--- src/rtl/fetch_stage.sv ---
// Instruction-fetch stage: PC register, imem address, IF/ID pipeline register and boot sequencing.
// Optional feature macro: FETCH_MISALIGN_TRAP_EN (misaligned redirect targets trap instead of
// being word-aligned).
module fetch_stage #(
  parameter logic [31:0] RESET_PC = 32'h0000_0000,
  parameter logic [31:0] NOP_INST = 32'h0000_0013
) (
  input  logic        clk_i,
  input  logic        rst_ni,
  output logic [31:0] imem_pc_o,
  input  logic [31:0] imem_inst_i,
  input  logic        stall_i,
  input  logic        redirect_i,
  input  logic [31:0] redirect_pc_i,
  output logic [31:0] if_pc_o,
  output logic [31:0] if_pc4_o,
  output logic [31:0] if_inst_o,
  output logic        if_valid_o,
  output logic        if_misalign_o,
  output logic [31:0] fetch_count_o
);

  typedef enum logic [1:0] {
    StBoot  = 2'd0,
    StRun   = 2'd1,
    StStall = 2'd2
`ifdef FETCH_MISALIGN_TRAP_EN
    ,
    StTrap  = 2'd3
`endif
  } state_e;

  state_e      state_q, state_d;
  logic [31:0] pc_q, pc_d;
  logic [31:0] if_pc_q, if_pc_d;
  logic [31:0] if_pc4_q, if_pc4_d;
  logic [31:0] if_inst_q, if_inst_d;
  logic        if_valid_q, if_valid_d;
  logic [31:0] count_q, count_d;
  logic [31:0] pc_plus4;
  logic [31:0] target;
  logic        bubble;

`ifdef FETCH_MISALIGN_TRAP_EN
  logic        if_misalign_q, if_misalign_d;
  assign target = redirect_pc_i;
`else
  logic        unused_redirect_lsbs;
  assign unused_redirect_lsbs = ^redirect_pc_i[1:0];
  assign target = {redirect_pc_i[31:2], 2'b00};
`endif

  // Wraps modulo 2^32 by construction.
  assign pc_plus4 = pc_q + 32'd4;

  always_comb begin
    state_d    = state_q;
    pc_d       = pc_q;
    if_pc_d    = if_pc_q;
    if_pc4_d   = if_pc4_q;
    if_inst_d  = if_inst_q;
    if_valid_d = if_valid_q;
    count_d    = count_q;
    bubble     = 1'b0;
`ifdef FETCH_MISALIGN_TRAP_EN
    if_misalign_d = if_misalign_q;
`endif

    case (state_q)
      StBoot: begin
        bubble  = 1'b1;
        state_d = StRun;
        if (redirect_i) begin
          pc_d = target;
        end
      end

      StRun, StStall: begin
        if (redirect_i) begin
          pc_d    = target;
          bubble  = 1'b1;
          state_d = StRun;
        end else if (stall_i) begin
          state_d = StStall;
        end else begin
          state_d    = StRun;
          if_pc_d    = pc_q;
          if_pc4_d   = pc_plus4;
          if_valid_d = 1'b1;
`ifdef FETCH_MISALIGN_TRAP_EN
          if (pc_q[1:0] != 2'b00) begin
            // Trap slot carries the faulting PC but no instruction and is not counted.
            if_inst_d     = NOP_INST;
            if_misalign_d = 1'b1;
            state_d       = StTrap;
          end else begin
            if_inst_d     = imem_inst_i;
            if_misalign_d = 1'b0;
            pc_d          = pc_plus4;
            count_d       = count_q + 32'd1;
          end
`else
          if_inst_d = imem_inst_i;
          pc_d      = pc_plus4;
          count_d   = count_q + 32'd1;
`endif
        end
      end

`ifdef FETCH_MISALIGN_TRAP_EN
      StTrap: begin
        // PC stays frozen until a redirect; stall has no effect here.
        bubble = 1'b1;
        if (redirect_i) begin
          pc_d    = target;
          state_d = StRun;
        end
      end
`endif

      default: begin
        bubble  = 1'b1;
        state_d = StRun;
      end
    endcase

    // A bubble leaves if_pc/if_pc4 untouched; only the payload is invalidated.
    if (bubble) begin
      if_inst_d  = NOP_INST;
      if_valid_d = 1'b0;
`ifdef FETCH_MISALIGN_TRAP_EN
      if_misalign_d = 1'b0;
`endif
    end
  end

  always_ff @(posedge clk_i or negedge rst_ni) begin
    if (!rst_ni) begin
      state_q    <= StBoot;
      pc_q       <= RESET_PC;
      if_pc_q    <= 32'h0;
      if_pc4_q   <= 32'h0;
      if_inst_q  <= NOP_INST;
      if_valid_q <= 1'b0;
      count_q    <= 32'h0;
    end else begin
      state_q    <= state_d;
      pc_q       <= pc_d;
      if_pc_q    <= if_pc_d;
      if_pc4_q   <= if_pc4_d;
      if_inst_q  <= if_inst_d;
      if_valid_q <= if_valid_d;
      count_q    <= count_d;
    end
  end

`ifdef FETCH_MISALIGN_TRAP_EN
  always_ff @(posedge clk_i or negedge rst_ni) begin
    if (!rst_ni) begin
      if_misalign_q <= 1'b0;
    end else begin
      if_misalign_q <= if_misalign_d;
    end
  end
  assign if_misalign_o = if_misalign_q;
`else
  assign if_misalign_o = 1'b0;
`endif

  assign imem_pc_o     = pc_q;
  assign if_pc_o       = if_pc_q;
  assign if_pc4_o      = if_pc4_q;
  assign if_inst_o     = if_inst_q;
  assign if_valid_o    = if_valid_q;
  assign fetch_count_o = count_q;

endmodule
--- config.mk ---
export PLATFORM = sky130hd
export DESIGN_NAME = fetch_stage
export DESIGN_NICKNAME = d
export VERILOG_FILES = /design/src/rtl/fetch_stage.sv
export SDC_FILE = /design/constraint.sdc
export NUM_CORES = 1
export LEC_CHECK = 0
export BUFFER_PORTS_ARGS = -buffer_cell sky130_fd_sc_hd__clkbuf_2
export CORE_MARGIN = 2
export CORE_UTILIZATION = 56
export CTS_CLUSTER_DIAMETER = 150
export CTS_CLUSTER_SIZE = 8
export DETAILED_ROUTE_END_ITERATION = 10
export GPL_ROUTABILITY_DRIVEN = 0
export GPL_TIMING_DRIVEN = 0
export MAX_ROUTING_LAYER = met4
export PLACE_DENSITY_LB_ADDON = 0.08
export SETUP_SLACK_MARGIN = 0.3
export SLEW_MARGIN = 25
export SYNTH_ARGS = -nofsm -noshare
export SYNTH_HDL_FRONTEND = slang
export SYNTH_SLANG_ARGS = --single-unit
--- constraint.sdc ---
create_clock -name clk_i -period 3.4 [get_ports clk_i]
set_clock_uncertainty 0.15 [all_clocks]
set_input_delay 0 -clock clk_i [delete_from_list [all_inputs] [get_ports clk_i]]
set_output_delay 0 -clock clk_i [all_outputs]
set_load 0.03 [all_outputs]
# ---- Yosys cells after proc, flatten, opt, wreduce, memory -nomap -nowiden
# Index checks and enable logic that the tools add are counted.
dict set report word_totals {
  register_bits 163
  in_bits 68
  output_inout_bits 162
  word_cells 41
}
dict set report classes {
  add_sub_neg 2
  eq_ne 6
  mux 17
  n_bitwise 2
  n_reduce_logical 7
}
# operator count
set ops {}
lappend ops {{32-bit 2-to-1 mux} 7}
lappend ops {{32-bit case mux with 2 select lines} 1}
lappend ops {{32-bit by 1-bit adder with 32-bit output (second input constant)} 1}
lappend ops {{32-bit by 3-bit adder with 32-bit output (second input constant)} 1}
lappend ops {{3-bit AND reduction} 3}
lappend ops {{1-bit 2-to-1 mux} 6}
lappend ops {{2-bit 2-to-1 mux} 3}
lappend ops {{2-bit by 1-bit inequality test with 1-bit output (second input constant)} 2}
lappend ops {{2-bit nonzero test} 2}
lappend ops {{3-bit inequality test (second input constant)} 1}
lappend ops {{2-bit by 1-bit equality test with 1-bit output (second input constant)} 1}
lappend ops {{2-bit equality test (second input constant)} 1}
lappend ops {{2-bit zero test} 1}
lappend ops {{2-bit inequality test (second input constant)} 1}
lappend ops {{1-bit inverter} 2}
lappend ops {{2-bit OR reduction} 1}

# ---- Longest topological paths before layout
# Gate-level depths: netlist of the first run.
dict set report depth {
  depth_word 5
  mapped_depth 8
  depth_no_buf 6
}

# ---- Worst setup path after synthesis of the first run
# OpenSTA, ideal clock, no wires.
dict set report synth_path {
  kind {reg2reg}
  start {register pc_q[2], in the netlist imem_pc_o[2]}
  end {register if_pc4_q[26], in the netlist if_pc4_o[26]}
  setup_ps 82
  t_arrival_ps 1990
  t_required_ps 3168
  slack_ps 1178
  stages_incl_launch_ff 8
  n_path_buf 2
  period_less_slack_ps 2222
  cell_sequence {dfrtp_1 > ha_1 > and3_1 > buf_2 > nand2_1 > buf_2 > or4_1 > a31oi_1}
}
dict set report synth_via {
  elab_chain_cells 1
}
# item line
set synth_rtl {}
lappend synth_rtl {{start: declaration} 34} ;# logic [31:0] pc_q, pc_d;
lappend synth_rtl {{start signal: assignment} 148} ;# pc_q <= pc_d;
lappend synth_rtl {{32-bit by 3-bit adder with 32-bit output} 54} ;# assign pc_plus4 = pc_q + 32'd4;
lappend synth_rtl {{end signal: assignment} 150} ;# if_pc4_q <= if_pc4_d;
lappend synth_rtl {{end: declaration} 36} ;# logic [31:0] if_pc4_q, if_pc4_d;
# No other way between the ends.
# A chain may end at the register's enable or synchronous reset.

# ---- Worst setup path after layout of the first run
dict set report layout_path {
  start {register state_q[1]}
  end {register pc_q[26], in the netlist imem_pc_o[26]}
}
dict set report layout_via {
  elab_chain_cells 4
  elab_cells_between_ends 9
  classes_between {4 x eq/ne; 1 x mux; 4 x reduce/logical}
}
# item line
set layout_rtl {}
lappend layout_rtl {{start: declaration} 33} ;# state_e state_q, state_d;
lappend layout_rtl {{start signal: assignment} 139} ;# state_q <= StBoot;
lappend layout_rtl {{start signal: assignment} 147} ;# state_q <= state_d;
lappend layout_rtl {{2-bit by 1-bit equality test with 1-bit output / 2-bit equality test (equally long branches)} 69} ;# case (state_q)
lappend layout_rtl {{2-bit OR reduction} 69}
lappend layout_rtl {{3-bit inequality test (no line) / 2-bit nonzero test (equally long branches)} --}
lappend layout_rtl {{3-bit AND reduction (no line)} --}
# Parallel ways exist; a longest one is shown, timed or not.

==> flow_metrics.env, run 1 <==
export IMPL_final_period_utilization_pct=85.4
export IMPL_num_fill_cells=920
export IMPL_fmax_mhz=344
export IMPL_postLayoutCellArea_um2=10400
export IMPL_cts_max_level=4
export IMPL_viasPerCell=5.72
export IMPL_num_vias=7450
export IMPL_synth_edf_count=0
export IMPL_r2r_setup_slack_ns=0.50
export IMPL_power_density_nw_per_um2=683
export IMPL_cts_buffers_inserted=17
export IMPL_synth_main_ff_cell="dfrtp_1"
export IMPL_syn_area_um2=7660
export IMPL_nNetsFinal=1184
export IMPL_wirelength_mm=24.0
export IMPL_io_pins=230
export IMPL_drv_slew=0
export IMPL_peakVddDrop_uv=414
export IMPL_rsz0062_at_grt="false"
export IMPL_drv_cap=0
export IMPL_cp_max_fo=10
export IMPL_crit_type="reg -> reg"
export IMPL_power_mw=7.13
export IMPL_ant_nets=0
export IMPL_grt_overflow=0
export IMPL_relSlewSlack_pct=52.3
export IMPL_finalHoldViolCount=0
export IMPL_min_delay_start="stall_i"
export IMPL_yosysUniqueCellTypes=55
export IMPL_io_buffers=220
export IMPL_rows=42
export IMPL_status="finished clean"
export IMPL_ys_seq_elements=157
export IMPL_hp_class="in -> reg"
export IMPL_insertion_delay_ns=0.42
export IMPL_wire_per_inst_um=18.4
export IMPL_placed_area_um2=9070
export IMPL_wl_met2_mm=11.5
export IMPL_cts_sinks=157
export IMPL_start_util_pct=57.6
export IMPL_setup_worst_path_start_class="register"
export IMPL_setup_viol=0
export IMPL_antenna_found_initial=0
export IMPL_rr_startpoint="state_q[1]"
export IMPL_final_seq_area_um2=3930
export IMPL_first_global_vias=7555
export IMPL_startpoint="state_q[1]"
export IMPL_grt_max_degree=77
export IMPL_die_area_um2=14600
export IMPL_cp_end_kind="register"
export IMPL_coreArea_um2=13300
export IMPL_firstDrtPassIters=9
export IMPL_cts_tree="built"
export IMPL_top_layer="met4"
export IMPL_dp_hpwl_mm=15.7
export IMPL_area_growth_pct=36.1
export IMPL_tightest_slew_ns=0.715
export IMPL_track_usage_pct=34.7
export IMPL_die_w_um=121
export IMPL_syn_area_per_cell_um2=9.64
export IMPL_synth_seq_area_share_pct=51.3
export IMPL_cts_max_path_buffers=2
export IMPL_synthesis_instances=795
export IMPL_multi_input_area_um2=3390
export IMPL_grt_pass1_wl_mm=38.8
export IMPL_synth_async_reset_ratio_pct=100
export IMPL_drt_initial_drc_count=757
export IMPL_min_period_ns=2.90
export IMPL_cp_arrival_ns=3.11
export IMPL_dr_wl_met3_mm=1.91
export IMPL_die_h_um=121
export IMPL_p_leak_nw=5.10
export IMPL_drive_above_1_share_pct=25.9
export IMPL_path_clk_slew_ns=0.06
export IMPL_required_ns=3.61
export IMPL_cts_root_buf="clkbuf_16"
export IMPL_m1WireLength_mm=9.77
export IMPL_drc=0
export IMPL_ys_warnings_count=0
-- synthesized netlist by cell type (14+ instances only) --
library cell | n | area share [%]
dfrtp_1 | 154 | 50
mux2i_1 | 34 | 4.4
nand3_1 | 30 | 2.0
o21ai_0 | 32 | 2.1
a21oi_1 | 20 | 1.3
nor2_1 | 59 | 2.9
nand2_1 | 148 | 7.3
clkbuf_1 | 38 | 1.9
xnor2_1 | 34 | 3.9
nand4_1 | 27 | 2.2
or4_1 | 15 | 1.5
buf_2 | 14 | 0.91
a31oi_1 | 17 | 1.4
-- cell families (layout without fill, tap and decap cells) --
logic type                 count (synthesis)  count (layout)  synth area share [%]
AOI/OAI and AO/OA                        127             127                  10.9
xor gates and xnor gates                  45              45                  5.14
adders and majority gates                  3               3                 0.490
buffers and inverters                     81             406                  4.82
DFF                                      157             157                  51.3
muxes                                     35              35                  4.59
other                                      1               8                0.0489
and+or+nand+nor                          346             346                  22.7
-- state kept, by name (all words and copies together) (netlist names) --
name	flops
fetch_count_o	32
if_pc4_o	30
state_q	2
if_valid_o	1
if_inst_o	32
imem_pc_o	30
if_pc_o	30
-- what timing repair did --
item / CTS / global route
gates resized for setup: 0 / 4
hold endpoints to repair: 170 / 0
endpoints found under the setup margin: 0 / 1
hold buffers: 71 / 0
setup buffers: 0 / 0
-- layout make-up --
class                   count  area share [%]
repair buffers            293            18.1
diodes                      1          0.0240
clock inverters            11            1.60
flip-flops and latches    157            37.7
well taps                 176            2.11
inverters                   8           0.288
clock buffers              21            4.42
multi-input cells         563            32.5
plain buffers              73            3.26
-- report_power, final --
group	switching (mW)	internal [mW]
Sequential	0.376	2.27
Combinational	1.71	0.749
Clock	0.757	1.27
-- worst max-delay path, stage by stage, from the launching register on --
cell	delay, ns
dfrtp_1	0.34
inv_1	0.04
ha_1	0.32
clkbuf_1	0.22
o22ai_2	0.49
clkbuf_1	0.48
a21oi_1	0.14
o211ai_1	0.09
dlygate4sd3_1	0.56
-- path summary, 6_finish.rpt --
check | end | cells past startpoint
max | imem_pc_o[26] | 8
min | imem_pc_o[31] | 6
max reg2reg | imem_pc_o[26] | 8
min reg2reg | fetch_count_o[31] | 1
max in group asynchronous | if_inst_o[4] | 5
min in group asynchronous | if_pc_o[14] | 4
-- routing by layer --
layer  track usage (%)  vias up
met5                 -        -
met4              13.6        0
met3              7.47       66
met2              54.7      391
met1              44.2     3556
li1                  -     3437
-- cells in the final DEF (no fill, tap or decap), drive strengths merged, types with 8 or more instances in the layout --
cell type and instances:
a21oi 20, a31oi 17, and3 10, and4 13
buf 36, clkbuf 281, dfrtp 154, dlygate4sd3 70
inv 8, mux2i 34, nand2 148, nand3 30
nand4 28, nor2 59, nor3 10, o211a 8
o21ai 34, o31ai 10, or4 15, xnor2 34
xor2 11
-- through the flow --
step	util, %	hold slack (ns)	TNS [ns]	worst slack, ns	std cells
after floorplan	-	-0.446	0	1.18	801
after global placement	67.7	0.0672	-90.38	-0.602	1197
after detailed placement	68.2	-0.224	0	0.757	1199
after CTS	78.3	0.0440	0	0.338	1302
after global routing	78.4	0.104	0	0.323	1302
final	78.4	0.0691	0	0.496	1303
Note: power is estimated with default switching activity, not from simulation.
==> inputs of run 2 (changes only) <==
--- a/config.mk
+++ b/config.mk
@@ -6,8 +6,7 @@
 export NUM_CORES = 1
 export LEC_CHECK = 0
 export BUFFER_PORTS_ARGS = -buffer_cell sky130_fd_sc_hd__clkbuf_2
-export CORE_MARGIN = 2
-export CORE_UTILIZATION = 56
+export CORE_UTILIZATION = 35
 export CTS_CLUSTER_DIAMETER = 150
 export CTS_CLUSTER_SIZE = 8
 export DETAILED_ROUTE_END_ITERATION = 10
==> run 2 against run 1 <==
Against the previous run: flip-flop and latch count did not move; first-iteration DRC count decreased by 43%; global-route usage decreased by 11 points; non-clock buffer count is 1 lower; largest power group unchanged; worst setup slack better by 0.092 ns; sequential share of layout area shrank 0.27 points; worst hold slack gained 0.011 ns; final area up 0.68%; routed wire length grew 4.6%.
==> flow_metrics.env, run 2 (synthesis gave the netlist of run 1 again) <==
export IMPL_crit_type="reg -> reg"
export IMPL_drv_cap=0
export IMPL_final_period_utilization_pct=82.7
export IMPL_cp_arrival_ns=2.94
export IMPL_num_fill_cells=2088
export IMPL_relSlewSlack_pct=44.5
export IMPL_wl_met2_mm=11.8
export IMPL_m1WireLength_mm=11.6
export IMPL_insertion_delay_ns=0.43
export IMPL_cts_buffers_inserted=17
export IMPL_grt_overflow=0
export IMPL_coreArea_um2=21200
export IMPL_power_density_nw_per_um2=670
export IMPL_dr_wl_met3_mm=1.30
export IMPL_antenna_found_initial=0
export IMPL_hp_class="in -> reg"
export IMPL_nNetsFinal=1183
export IMPL_firstDrtPassIters=5
export IMPL_viasPerCell=5.15
export IMPL_ant_nets=0
export IMPL_path_clk_slew_ns=0.07
export IMPL_cp_end_kind="register"
export IMPL_wirelength_mm=25.1
export IMPL_post_cts_resized=0
export IMPL_cts_max_level=4
export IMPL_final_common_cell="clkbuf_2"
export IMPL_cp_max_fo=10
export IMPL_rsz0062_at_grt="false"
export IMPL_die_area_um2=22500
export IMPL_dp_hpwl_mm=17.4
export IMPL_postLayoutCellArea_um2=10500
export IMPL_p_leak_nw=5.07
export IMPL_top_layer="met4"
export IMPL_diodes=0
export IMPL_status="finished clean"
export IMPL_io_buffers=220
export IMPL_placed_area_um2=9190
export IMPL_io_pins=230
export IMPL_die_w_um=150
export IMPL_cts_max_path_buffers=2
export IMPL_wire_per_inst_um=17.9
export IMPL_num_vias=7204
export IMPL_peakVddDrop_uv=347
export IMPL_drc=0
export IMPL_finalHoldViolCount=0
export IMPL_hold_worst_slack_ns=0.0803
export IMPL_drive_above_1_share_pct=25.8
export IMPL_area_growth_pct=37.0
export IMPL_cts_root_buf="clkbuf_16"
export IMPL_min_period_ns=2.81
export IMPL_setup_viol=0
export IMPL_grt_max_degree=68
export IMPL_rows=53
export IMPL_grt_pass1_wl_mm=38.6
export IMPL_start_util_pct=36.1
export IMPL_drt_initial_drc_count=435
export IMPL_cts_sinks=157
export IMPL_tightest_slew_ns=0.832
export IMPL_first_global_vias=6941
export IMPL_track_usage_pct=23.3
export IMPL_fmax_mhz=356
export IMPL_drv_slew=0
export IMPL_cts_tree="built"
export IMPL_required_ns=3.53
export IMPL_setup_worst_path_start_class="register"
export IMPL_die_h_um=150
export IMPL_mostFrequentLayoutCells="clkbuf_2, dfrtp_1, nand2_1"
[run 2: routing by layer]
metal | vias up | GRT usage [%]
li1 | 3431 | -
met2 | 265 | 36.6
met1 | 3474 | 30.8
met5 | - | -
met3 | 34 | 4.09
met4 | 0 | 6.77
[run 2: layout make-up]
| cell class | instances | area [um2] | area share, % |
|---|---|---|---|
| Inverter | 8 | 30.0 | 0.286 |
| Clock inverter | 12 | 139 | 1.32 |
| Buffer | 73 | 339 | 3.23 |
| Timing Repair Buffer | 292 | 1880 | 17.9 |
| Tap cell | 275 | 344 | 3.28 |
| Clock buffer | 20 | 457 | 4.35 |
| Sequential cell | 157 | 3930 | 37.5 |
| Multi-Input combinational cell | 563 | 3380 | 32.2 |
[run 2: repair_timing]
action | in CTS | in global routing
buffers inserted | 0 | 0
hold buffers | 70 | 0
hold endpoints to repair | 219 | 0
[run 2: path summary, 6_finish.rpt]
check / from / to / slack, ns / cells past startpoint
worst min register to register: if_pc_o[14] / if_pc_o[14] / 0.32 / 2
worst max register to register: state_q[0] / imem_pc_o[6] / 0.59 / 6
min in group asynchronous: rst_ni / if_pc_o[11] / 0.51 / 4
worst min-delay path: stall_i / imem_pc_o[31] / 0.08 / 6
worst max-delay path: state_q[0] / imem_pc_o[6] / 0.59 / 6
max in group asynchronous: rst_ni / if_inst_o[1] / 2.22 / 4
[run 2: power by group]
| group | switching, mW | internal [mW] |
|---|---|---|
| logic | 1.69 | 0.743 |
| clock network | 0.820 | 1.13 |
| registers | 0.383 | 2.26 |
| total | 2.90 | 4.13 |
[run 2: stage by stage]
stage | TNS (ns) | setup WS [ns] | cells | total power, mW | util, %
6_report | 0 | 0.588 | 1400 | 7.03 | 49.5
5_1_grt | 0 | 0.387 | 1400 | 7.41 | 49.5
4_1_cts | 0 | 0.575 | 1400 | 7.10 | 49.5
3_5_place_dp | 0 | 0.585 | 1298 | 5.06 | 43.3
3_3_place_gp | -143.49 | -0.947 | 1296 | 5.04 | 43.0
2_1_floorplan | 0 | 1.18 | 801 | 4.18 | -
[run 2: critical path, stage by stage (launching register included)]
cell	delay, ns
dfrtp_1	0.32
inv_1	0.04
ha_1	0.35
clkbuf_1	0.24
o22ai_1	0.71
clkbuf_1	0.64
o21ai_0	0.22
